--- config.mk ---
export PLATFORM = sky130hd
export DESIGN_NAME = mem_rr_arbiter_flat
export DESIGN_NICKNAME = d
export VERILOG_FILES = /design/src/rtl/mem_rr_arbiter_pkg.sv /design/src/rtl/mem_rr_arbiter_if.sv /design/src/rtl/mem_rr_arbiter_rr_pick.sv /design/src/rtl/mem_rr_arbiter.sv /design/src/flat_wrapper.sv
export SDC_FILE = /design/constraint.sdc
export NUM_CORES = 1
export LEC_CHECK = 0
export CAP_MARGIN = 15
export CORE_AREA = 2 2 176 178
export DETAILED_ROUTE_END_ITERATION = 10
export DIE_AREA = 0 0 178 180
export GPL_TIMING_DRIVEN = 0
export HOLD_SLACK_MARGIN = 0.08
export PLACE_DENSITY_LB_ADDON = 0.1
export SYNTH_ARGS = -nofsm -noshare
export SYNTH_HDL_FRONTEND = slang
export SYNTH_SLANG_ARGS = --single-unit
--- constraint.sdc ---
create_clock -name clock -period 20.9 [get_ports clock]
set_input_delay 3.135 -clock clock [delete_from_list [all_inputs] [get_ports clock]]
set_output_delay 3.135 -clock clock [all_outputs]
set_load 0.005 [all_outputs]
--- src/rtl/mem_rr_arbiter_pkg.sv ---
// Shared types and constants for the round-robin memory bus arbiter.
package mem_rr_arbiter_pkg;

  localparam int unsigned ADDR_W          = 32;
  localparam int unsigned DATA_W          = 32;
  localparam int unsigned STRB_W          = 4;
  localparam int unsigned DEFAULT_TIMEOUT = 255;

  typedef logic [1:0] arb_state_t;
  localparam arb_state_t IDLE  = 2'd0;
  localparam arb_state_t ISSUE = 2'd1;
  localparam arb_state_t WAIT  = 2'd2;

  typedef struct packed {
    logic              instr;
    logic [ADDR_W-1:0] addr;
    logic [DATA_W-1:0] wdata;
    logic [STRB_W-1:0] wstrb;
  } req_payload_t;

endpackage

--- src/rtl/mem_rr_arbiter_if.sv ---
// Requester-side and memory-side bus bundle of the arbiter.
interface mem_rr_arbiter_if
  import mem_rr_arbiter_pkg::*;
#(
  parameter int unsigned NREQ = 3
) ();

  logic [NREQ-1:0]        req_valid;
  logic [NREQ-1:0]        req_instr;
  logic [NREQ*ADDR_W-1:0] req_addr;
  logic [NREQ*DATA_W-1:0] req_wdata;
  logic [NREQ*STRB_W-1:0] req_wstrb;
  logic [NREQ*DATA_W-1:0] req_rdata;
  logic [NREQ-1:0]        req_ready;
  logic [NREQ-1:0]        req_error;

  logic                   memory_valid;
  logic                   memory_instr;
  logic [ADDR_W-1:0]      memory_addr;
  logic [DATA_W-1:0]      memory_wdata;
  logic [STRB_W-1:0]      memory_wstrb;
  logic [DATA_W-1:0]      memory_rdata;
  logic                   memory_ready;

  // master: the arbiter itself; slave: requesters plus memory slave side
  modport master (
    input  req_valid, req_instr, req_addr, req_wdata, req_wstrb,
    input  memory_rdata, memory_ready,
    output req_rdata, req_ready, req_error,
    output memory_valid, memory_instr, memory_addr, memory_wdata, memory_wstrb
  );

  modport slave (
    output req_valid, req_instr, req_addr, req_wdata, req_wstrb,
    output memory_rdata, memory_ready,
    input  req_rdata, req_ready, req_error,
    input  memory_valid, memory_instr, memory_addr, memory_wdata, memory_wstrb
  );

endinterface

--- src/rtl/mem_rr_arbiter_rr_pick.sv ---
// Combinational round-robin picker: first set request at or above ptr, modulo NREQ.
module mem_rr_arbiter_rr_pick #(
  parameter  int unsigned NREQ = 3,
  localparam int unsigned IW   = $clog2(NREQ)
) (
  input  logic [NREQ-1:0] req,
  input  logic [IW-1:0]   ptr,
  output logic [IW-1:0]   grant_c,
  output logic            found_c
);

  logic [IW-1:0] idx;

  always_comb begin
    grant_c = '0;
    found_c = 1'b0;
    idx     = '0;
    for (int unsigned k = 0; k < NREQ; k++) begin
      idx = IW'((32'(ptr) + k) % NREQ);
      if (!found_c && req[idx]) begin
        found_c = 1'b1;
        grant_c = idx;
      end
    end
  end

endmodule

--- src/rtl/mem_rr_arbiter.sv ---
// Round-robin arbiter serialising captured requester pulses onto one memory bus,
// with a watchdog that error-completes transactions no slave answers.
module mem_rr_arbiter
  import mem_rr_arbiter_pkg::*;
#(
  parameter int unsigned NREQ    = 3,
  parameter int unsigned TIMEOUT = DEFAULT_TIMEOUT
) (
  input logic              clock,
  input logic              reset,
  mem_rr_arbiter_if.master bus
);

  localparam int unsigned IW = $clog2(NREQ);
  localparam int unsigned CW = $clog2(TIMEOUT + 1);

  arb_state_t      state_q, state_d;
  logic [IW-1:0]   ptr_q, ptr_d, gnt_q, grant_c;
  logic [CW-1:0]   cnt_q, cnt_d;
  logic            found_c, issue_c, done_c, timeout_c;
  logic [NREQ-1:0] pending_q, eligible_c, capture_c, release_c;
  req_payload_t    slot_q  [NREQ];
  req_payload_t    fresh_c [NREQ];
  req_payload_t    pick_c;

  // Per-requester capture: a pulse is taken unless the slot is busy and not being released
  for (genvar i = 0; i < NREQ; i++) begin : g_req
    assign fresh_c[i] = '{instr: bus.req_instr[i],
                          addr:  bus.req_addr [i*ADDR_W +: ADDR_W],
                          wdata: bus.req_wdata[i*DATA_W +: DATA_W],
                          wstrb: bus.req_wstrb[i*STRB_W +: STRB_W]};
    assign capture_c[i] = bus.req_valid[i] && (!pending_q[i] || release_c[i]);

    always_ff @(posedge clock) begin
      if (capture_c[i]) slot_q[i] <= fresh_c[i];
    end

    always_ff @(posedge clock) begin
      if (!reset) begin
        bus.req_rdata[i*DATA_W +: DATA_W] <= '0;
      end else if (release_c[i]) begin
        bus.req_rdata[i*DATA_W +: DATA_W] <= timeout_c ? '0 : bus.memory_rdata;
      end
    end
  end

  assign eligible_c = pending_q | bus.req_valid;
  assign pick_c     = pending_q[grant_c] ? slot_q[grant_c] : fresh_c[grant_c];

  mem_rr_arbiter_rr_pick #(.NREQ(NREQ)) u_pick (
    .req     (eligible_c),
    .ptr     (ptr_q),
    .grant_c (grant_c),
    .found_c (found_c)
  );

  always_comb begin
    state_d   = state_q;
    ptr_d     = ptr_q;
    cnt_d     = cnt_q;
    issue_c   = 1'b0;
    done_c    = 1'b0;
    timeout_c = 1'b0;
    case (state_q)
      IDLE: begin
        if (found_c) begin
          issue_c = 1'b1;
          state_d = ISSUE;
          ptr_d   = (grant_c == IW'(NREQ - 1)) ? '0 : grant_c + IW'(1);
        end
      end
      ISSUE: begin
        if (bus.memory_ready) begin
          done_c  = 1'b1;
          state_d = IDLE;
        end else begin
          state_d = WAIT;
          cnt_d   = '0;
        end
      end
      WAIT: begin
        if (bus.memory_ready) begin
          done_c  = 1'b1;
          state_d = IDLE;
        end else if (cnt_q == CW'(TIMEOUT)) begin
          done_c    = 1'b1;
          timeout_c = 1'b1;
          state_d   = IDLE;
        end else begin
          cnt_d = cnt_q + CW'(1);
        end
      end
      default: state_d = IDLE;
    endcase
  end

  always_comb begin
    release_c = '0;
    if (done_c) release_c[gnt_q] = 1'b1;
  end

  always_ff @(posedge clock) begin
    if (!reset) begin
      state_q   <= IDLE;
      ptr_q     <= '0;
      cnt_q     <= '0;
      gnt_q     <= '0;
      pending_q <= '0;
    end else begin
      state_q   <= state_d;
      ptr_q     <= ptr_d;
      cnt_q     <= cnt_d;
      pending_q <= capture_c | (pending_q & ~release_c);
      if (issue_c) gnt_q <= grant_c;
    end
  end

  // Forwarded request: valid pulses once, payload holds until the next grant
  always_ff @(posedge clock) begin
    if (!reset) begin
      bus.memory_valid <= 1'b0;
      bus.memory_instr <= 1'b0;
      bus.memory_addr  <= '0;
      bus.memory_wdata <= '0;
      bus.memory_wstrb <= '0;
    end else begin
      bus.memory_valid <= issue_c;
      if (issue_c) begin
        bus.memory_instr <= pick_c.instr;
        bus.memory_addr  <= pick_c.addr;
        bus.memory_wdata <= pick_c.wdata;
        bus.memory_wstrb <= pick_c.wstrb;
      end
    end
  end

  always_ff @(posedge clock) begin
    if (!reset) begin
      bus.req_ready <= '0;
      bus.req_error <= '0;
    end else begin
      bus.req_ready <= release_c;
      bus.req_error <= timeout_c ? release_c : '0;
    end
  end

endmodule

--- src/flat_wrapper.sv ---
// flat-port wrapper written by rule: the top's interface ports become plain ports
module mem_rr_arbiter_flat import mem_rr_arbiter_pkg::*;
#(
  parameter int unsigned NREQ    = 3,
  parameter int unsigned TIMEOUT = DEFAULT_TIMEOUT
)
  (clock, reset, bus_req_valid, bus_req_instr, bus_req_addr, bus_req_wdata, bus_req_wstrb, bus_memory_rdata, bus_memory_ready, bus_req_rdata, bus_req_ready, bus_req_error, bus_memory_valid, bus_memory_instr, bus_memory_addr, bus_memory_wdata, bus_memory_wstrb);
  mem_rr_arbiter_if #(.NREQ(NREQ)) bus_i ();
  input logic clock;
  input logic reset;
  input wire logic [$bits(bus_i.req_valid)-1:0] bus_req_valid;
  input wire logic [$bits(bus_i.req_instr)-1:0] bus_req_instr;
  input wire logic [$bits(bus_i.req_addr)-1:0] bus_req_addr;
  input wire logic [$bits(bus_i.req_wdata)-1:0] bus_req_wdata;
  input wire logic [$bits(bus_i.req_wstrb)-1:0] bus_req_wstrb;
  input wire logic [$bits(bus_i.memory_rdata)-1:0] bus_memory_rdata;
  input wire logic [$bits(bus_i.memory_ready)-1:0] bus_memory_ready;
  output wire logic [$bits(bus_i.req_rdata)-1:0] bus_req_rdata;
  output wire logic [$bits(bus_i.req_ready)-1:0] bus_req_ready;
  output wire logic [$bits(bus_i.req_error)-1:0] bus_req_error;
  output wire logic [$bits(bus_i.memory_valid)-1:0] bus_memory_valid;
  output wire logic [$bits(bus_i.memory_instr)-1:0] bus_memory_instr;
  output wire logic [$bits(bus_i.memory_addr)-1:0] bus_memory_addr;
  output wire logic [$bits(bus_i.memory_wdata)-1:0] bus_memory_wdata;
  output wire logic [$bits(bus_i.memory_wstrb)-1:0] bus_memory_wstrb;
  assign bus_i.req_valid = bus_req_valid;
  assign bus_i.req_instr = bus_req_instr;
  assign bus_i.req_addr = bus_req_addr;
  assign bus_i.req_wdata = bus_req_wdata;
  assign bus_i.req_wstrb = bus_req_wstrb;
  assign bus_i.memory_rdata = bus_memory_rdata;
  assign bus_i.memory_ready = bus_memory_ready;
  assign bus_req_rdata = bus_i.req_rdata;
  assign bus_req_ready = bus_i.req_ready;
  assign bus_req_error = bus_i.req_error;
  assign bus_memory_valid = bus_i.memory_valid;
  assign bus_memory_instr = bus_i.memory_instr;
  assign bus_memory_addr = bus_i.memory_addr;
  assign bus_memory_wdata = bus_i.memory_wdata;
  assign bus_memory_wstrb = bus_i.memory_wstrb;
  mem_rr_arbiter #(.NREQ(NREQ), .TIMEOUT(TIMEOUT)) u_core (.clock(clock), .reset(reset), .bus(bus_i));
endmodule
==> results.cfg, run 1 <==
[global_routing]
grt_max_degree = 24
track_usage = 0.3226
grt_first_pass_wirelength_mm = 78.87
grt_pass1_vias = 13560
antenna_found_initial = 13
grt_overflow = 0

[placed_design]
dpl_cell_area_sq_mm = 0.02079
dp.cells = 2156
place.gp.congestion = 0.8400
io_buffers = 416
dp_hpwl_mm = 37.59

[setup_path]
crit_start = bus_req_valid[0]
worstPathBufferInverterCount = 3
cpMaxStageDelayCell = a2111oi_4
cp.required_ns = 21.34
cp_slowest_stage_delay_ns = 0.66
rrSetupSlack_ns = 16.32
reg2reg_from = u_core.ptr_q[0]$_SDFFE_PN0P_
arrival_ns = 7.32
timing.critical_path.mode_cell = clkbuf_1
path_class = in2reg
crit_family = buffers and inverters
endpoint_kind = flop
worstPathMaxFanout = 10
worstSetupStartpointType = input pin
worstPathCellList = clkdlybuf4s50_1 > or3b_1 > a2111oi_4 > mux2_2 > mux2i_1 > clkbuf_1 > clkbuf_1 > a211oi_1 > o31ai_1

[yosys]
seq_area_frac_synth = 0.6312
netlist_area_sq_mm = 0.01584
synthCells = 1334
synthXorXnorAreaFrac = 0.002764
synth_cell_types = 44
ys_seq_elements = 396
synth_ff_type = edfxtp_1
muxShareOfSynthArea = 0.005213
synth_edf_count = 207
synth_top_family_by_area = compound AO/OA/AOI/OAI gates
synth_area_per_cell_sq_um = 11.88
yosys_warnings = 0
synth_fa_ha_area_frac = 0.005371
syn-num-nets = 1585
synthArstFlopShare = 0
synth-compound-area-share = 0.2311
yosys.area_share.simple = 0.09304

[clock_network]
cts_hold_buffers = 0
clock_path_buffers = 3
cts-resized-gates = 0
cts.reportedPaths.clkPinSlew_ns = 0.06
htree_levels = 2
clock-sinks = 396
postCtsSetupRepairBufs = 0
clk_latency_ns = 0.53
cts_made_buffers = 42
cts_root_buffer = clkbuf_16
cts_tree = done

[drt]
ant_nets = 0
drt_iter0_markers = 1012
vias = 13490
drt_first_pass_iters = 6
wl_per_cell_um = 23.59
drcViolationCount = 0
drt_wl_total_mm = 53.04
vias_per_cell = 6.000

[power_and_ir_drop]
power_density_mw_per_mm2 = 113.1
pwr-share-clk = 0.296
intPower_mw = 1.699
switching_power_mw = 0.8137
ir_drop_mv = 0.07203
switching_share = 0.3239
p_total_mw = 2.513
p_seq_frac = 0.374
p_leak_nw = 7.508
p_comb_frac = 0.331

[hold_path]
min_path_type = reg2reg
hold_start = u_core.bus.memory_addr[29]$_SDFFE_PN0P_

[timing]
max_freq_mhz = 145.4
setup_viol = 0
slew_violations = 0
min_period_ns = 6.878
fin_worst_skew_ns = 0.009285
min_period_over_period = 0.3291
worst_slew_pin_slew_ns = 1.024
slew_headroom = 0.3077
setup-tns-final_ns = 0
rsz0062_at_grt = no
hold_violations = 0

[run_status]
status = complete, no violations

[floorplan]
die-area_sq_mm = 0.03204
initial_utilization = 0.5247
core_sq_mm = 0.03019
io_pins = 417
die_y_um = 180
die_w_um = 178
row_count = 64

[layout]
mostFrequentLayoutCells = clkdlybuf4s50_1 (416), edfxtp_1 (207), dfxtp_1 (189), nand2_1 (174)
drive_gt1_frac = 0.04842
layout.cells.non_filler = 2248
areaGrowthSynthToFinish_pct = 40.21
finalNetCount = 2055
fin_area_sq_mm = 0.02221
final_common_cell = clkdlybuf4s50_1

[run]
cap_violations = 0
## worst min-delay path: cells and delay by family (launching register included)
family	cells	cell delay (ns)
flip-flops	1	0.32
AO/OA/AOI/OAI	1	0.05
AND/OR/NAND/NOR	1	0.05
## final cells by class
cell class / instances / area [sq um]
clock inverters: 3 / 40.04
inverters: 7 / 26.28
clock buffers: 75 / 1341
plain buffers: 120 / 469.2
well taps: 396 / 495.5
fillers: 2159 / 7978
flip-flops and latches: 396 / 10000
diodes: 14 / 35.03
repair buffers: 426 / 4424
multi-input cells: 811 / 5380
## layer usage
metal | track usage | vias to the layer above | share of wire
met5 | 0 | - | 0
met4 | 0.1243 | 0 | 0.034
met3 | 0.09856 | 108 | 0.10
met2 | 0.5287 | 663 | 0.48
met1 | 0.3990 | 6636 | 0.38
li1 | - | 6080 | -
## power by group through the flow
stage | registers (mW) | logic (mW) | clock network, mW
after floorplan | 0.956 | 0.459 | 0
after global placement | 0.961 | 0.796 | 0
after detailed placement | 0.955 | 0.822 | 0
after CTS | 0.939 | 0.827 | 0.748
after global routing | 0.946 | 0.889 | 0.779
final | 0.939 | 0.830 | 0.743
## cells by family after synthesis
family	count (synthesis)
flops	396
simple gates	326
compound gates	465
buf+inv	127
xor+xnor	5
mux	8
fa+ha+maj	7
## registers in the layout (all words and copies together) (netlist names)
register                 count
u_core.bus.memory_addr      32
u_core.bus.memory_instr      1
u_core.bus.memory_valid      1
u_core.bus.memory_wdata     32
u_core.bus.memory_wstrb      4
u_core.bus.req_error         3
u_core.bus.req_rdata        96
u_core.bus.req_ready         3
u_core.cnt_q                 8
u_core.gnt_q                 2
u_core.pending_q             3
u_core.ptr_q                 2
u_core.slot_q              207
u_core.state_q               2
## synth_stat cells (2+ instances only)
cell type	count	share of area
xor2_1	4	0.0022
buf_2	12	0.0038
or4b_2	2	0.0013
a22o_1	138	0.076
o31ai_1	69	0.033
nand2_1	174	0.041
mux2i_1	6	0.0038
ha_1	6	0.0047
and2_1	8	0.0032
dfxtp_1	189	0.24
a21boi_0	101	0.048
edfxtp_1	207	0.39
a21oi_1	8	0.0025
nor2_1	15	0.0036
nand2b_1	2	0.00079
a211oi_1	138	0.065
o21ai_0	3	0.00095
mux2_2	2	0.0014
nor2b_1	9	0.0036
clkbuf_1	105	0.025
buf_1	2	0.00047
nor4_1	2	0.00079
nand3_1	96	0.030
nand4_1	3	0.0012
nor3_1	4	0.0013
and3_1	5	0.0020
inv_1	7	0.0017
## metrics by stage
| step | worst slack [ns] | util | hold WS [ns] |
|---|---|---|---|
| finish | 14.02 | 0.7357 | 0.4520 |
| global placement | 5.897 | 0.6791 | 0.4328 |
| detailed placement | 13.53 | 0.6888 | 0.4430 |
| floorplan | 10.96 | - | 0.4495 |
| global route | 13.79 | 0.7354 | 0.4694 |
| CTS | 14.05 | 0.7346 | 0.4586 |
## worst paths after layout
kind | endpoint | depth (start not counted)
worst min-delay path | u_core.bus.memory_addr[29]$_SDFFE_PN0P_ | 2
worst max register to register | u_core.bus.memory_addr[8]$_SDFFE_PN0P_ | 10
worst max-delay path | u_core.bus.memory_addr[8]$_SDFFE_PN0P_ | 9
worst min register to register | u_core.bus.memory_addr[29]$_SDFFE_PN0P_ | 2
Note: power is estimated with default switching activity, not from simulation.
==> run 2, diff against run 1 <==
Settings changed: CORE_AREA 2 2 176 178 to 2 2 183 185, DIE_AREA 0 0 178 180 to 0 0 185 187.
Clock period 20.9 ns to 7.05 ns, I/O delays scaled along.
==> run 2 against run 1 <==
Register-to-register slack worse by 14 ns. Cell count is 2.2% higher. Combinational power rose to 2.9 times the previous value. Count of clock-buffer cells in the layout fell by 21. Sequential cell count stayed put. Setup slack lost 12 ns. Total power grew to 3.0 times the previous value. Die area increased by 8.0%. First-iteration DRC count down 10%. Wire length is 0.97% lower. Critical path depth is the same. Utilization decreased by 5.6 points.
==> results.cfg, run 2 (same netlist as run 1, synthesis figures left out) <==
[run_status]
status = complete, no violations

[placed_design]
io_buffers = 416
place.gp.congestion = 0.8521
dp_hpwl_mm = 37.47
dp.cells = 2208
dp_slack_ns = 1.492

[power_and_ir_drop]
pwr-share-clk = 0.307
p_total_mw = 7.531
intPower_mw = 5.128
switching_share = 0.3192
ir_drop_mv = 0.1763
power_density_mw_per_mm2 = 337.4
switching_power_mw = 2.404
p_leak_nw = 7.544
p_comb_frac = 0.324
p_seq_frac = 0.369

[global_routing]
grt_first_pass_wirelength_mm = 78.14
antenna_found_initial = 14
grt_overflow = 0
grt_max_degree = 22
grt_pass1_vias = 13310
track_usage = 0.2973

[timing]
slew_headroom = 0.1888
slew_violations = 0
setup_slack_ns = 2.064
worst_slew_pin_slew_ns = 1.183
fin_worst_skew_ns = 0.01442
min_period_ns = 4.986
max_freq_mhz = 200.6
setup_viol = 0
min_period_over_period = 0.7072
rsz0062_at_grt = no
hold_violations = 0

[clock_network]
clock_path_buffers = 3
cts.reportedPaths.clkPinSlew_ns = 0.06
clk_latency_ns = 0.54
cts_hold_buffers = 0
clock-sinks = 396
cts_made_buffers = 42
cts_root_buffer = clkbuf_16
htree_levels = 2
postCtsSetupRepairBufs = 0
cts-resized-gates = 0
cts_tree = done

[setup_path]
endpoint_kind = flop
cp.required_ns = 7.49
path_class = in2reg
arrival_ns = 5.42
worstSetupStartpointType = input pin
worstPathMaxFanout = 10

[layout]
areaGrowthSynthToFinish_pct = 40.91
top_regs = u_core.slot_q x207, u_core.bus.req_rdata x96
layout.cells.non_filler = 2297
largest_register_ffs = 207
regArea_sq_mm = 0.01000
mostFrequentLayoutCells = clkdlybuf4s50_1 (416), edfxtp_1 (207), dfxtp_1 (189), nand2_1 (174)
drive_gt1_frac = 0.05174
fillerInstances = 2500
final_common_cell = clkdlybuf4s50_1
regMostFlops = u_core.slot_q
finalNetCount = 2055
multiInputGateArea_sq_mm = 0.005380

[floorplan]
core_sq_mm = 0.03286
initial_utilization = 0.4821
io_pins = 417
die_w_um = 185
row_count = 67
die-area_sq_mm = 0.03460
die_y_um = 187

[hold_path]
min_path_type = reg2reg

[drt]
vias = 13070
drt_first_pass_iters = 5
drcViolationCount = 0
wl_per_cell_um = 22.87
vias_per_cell = 5.691
drt_iter0_markers = 908
drt_wl_total_mm = 52.52
ant_nets = 0

[run]
cap_violations = 0
==> run 2: cell types whose count changed in the layout (fill, tap and decap cells not counted) <==
cell,before,now
clkbuf_1,127,112
clkinv_1,0,7
bufinv_16,1,7
clkinv_2,2,7
clkbuf_16,47,43
clkbuf_8,6,4
buf_12,2,3
buf_16,8,7
diode_2,14,13
inv_6,0,1
==> run 2: worst max-delay path, cell delays in order <==
cell             delay [ns]
clkdlybuf4s50_1        0.47
or3b_1                 0.46
a2111oi_4              0.64
mux2_2                 0.42
mux2i_1                0.88
clkbuf_1               0.53
clkbuf_1               0.61
a211oi_1               0.10
o31ai_1                0.24
==> run 2: worst paths after layout <==
path / from / slack, ns / to / cells after the start
max: bus_req_valid[0] / 2.06 / u_core.bus.memory_wdata[0]$_SDFFE_PN0P_ / 9
min: u_core.bus.memory_wstrb[2]$_SDFFE_PN0P_ / 0.45 / u_core.bus.memory_wstrb[2]$_SDFFE_PN0P_ / 2
max reg2reg: u_core.ptr_q[0]$_SDFFE_PN0P_ / 2.29 / u_core.bus.memory_wdata[0]$_SDFFE_PN0P_ / 10
min reg2reg: u_core.bus.memory_wstrb[2]$_SDFFE_PN0P_ / 0.45 / u_core.bus.memory_wstrb[2]$_SDFFE_PN0P_ / 2
==> run 2: power groups by stage <==
stage	Combinational, mW	Clock, mW	Sequential, mW
detailed placement	2.44	0	2.83
CTS	2.45	2.33	2.78
floorplan	1.36	0	2.83
global route	2.62	2.43	2.80
finish	2.44	2.31	2.78
global placement	2.38	0	2.84
==> run 2: routing by layer <==
| metal | global-route usage | wire (um) | vias up |
|---|---|---|---|
| li1 | - | - | 6085 |
| met1 | 0.3611 | 20260 | 6332 |
| met2 | 0.4916 | 25050 | 540 |
| met3 | 0.09794 | 5278 | 112 |
| met4 | 0.1105 | 1897 | 4 |
| met5 | 0 | 30 | - |
==> run 2: layout make-up <==
| class | instances | area share |
|---|---|---|
| antenna | 13 | 0.001457 |
| buffer | 120 | 0.02102 |
| inverter | 7 | 0.001177 |
| clock inverter | 22 | 0.01256 |
| sequential | 396 | 0.4480 |
| multi-input combinational | 811 | 0.2410 |
| timing repair buffer | 426 | 0.1979 |
| tap | 448 | 0.02511 |
| clock buffer | 54 | 0.05185 |
==> run 2: metrics by stage <==
step | hold WS (ns) | TNS (ns) | instance area, sq um | utilization
3_3_place_gp | 0.4339 | -496.76 | 20570 | 0.6258
6_report | 0.4482 | 0 | 22320 | 0.6793
4_1_cts | 0.4521 | 0 | 22290 | 0.6783
3_5_place_dp | 0.4397 | 0 | 20850 | 0.6346
5_1_grt | 0.4795 | 0 | 22310 | 0.6790
2_1_floorplan | 0.4495 | 0 | 15840 | -
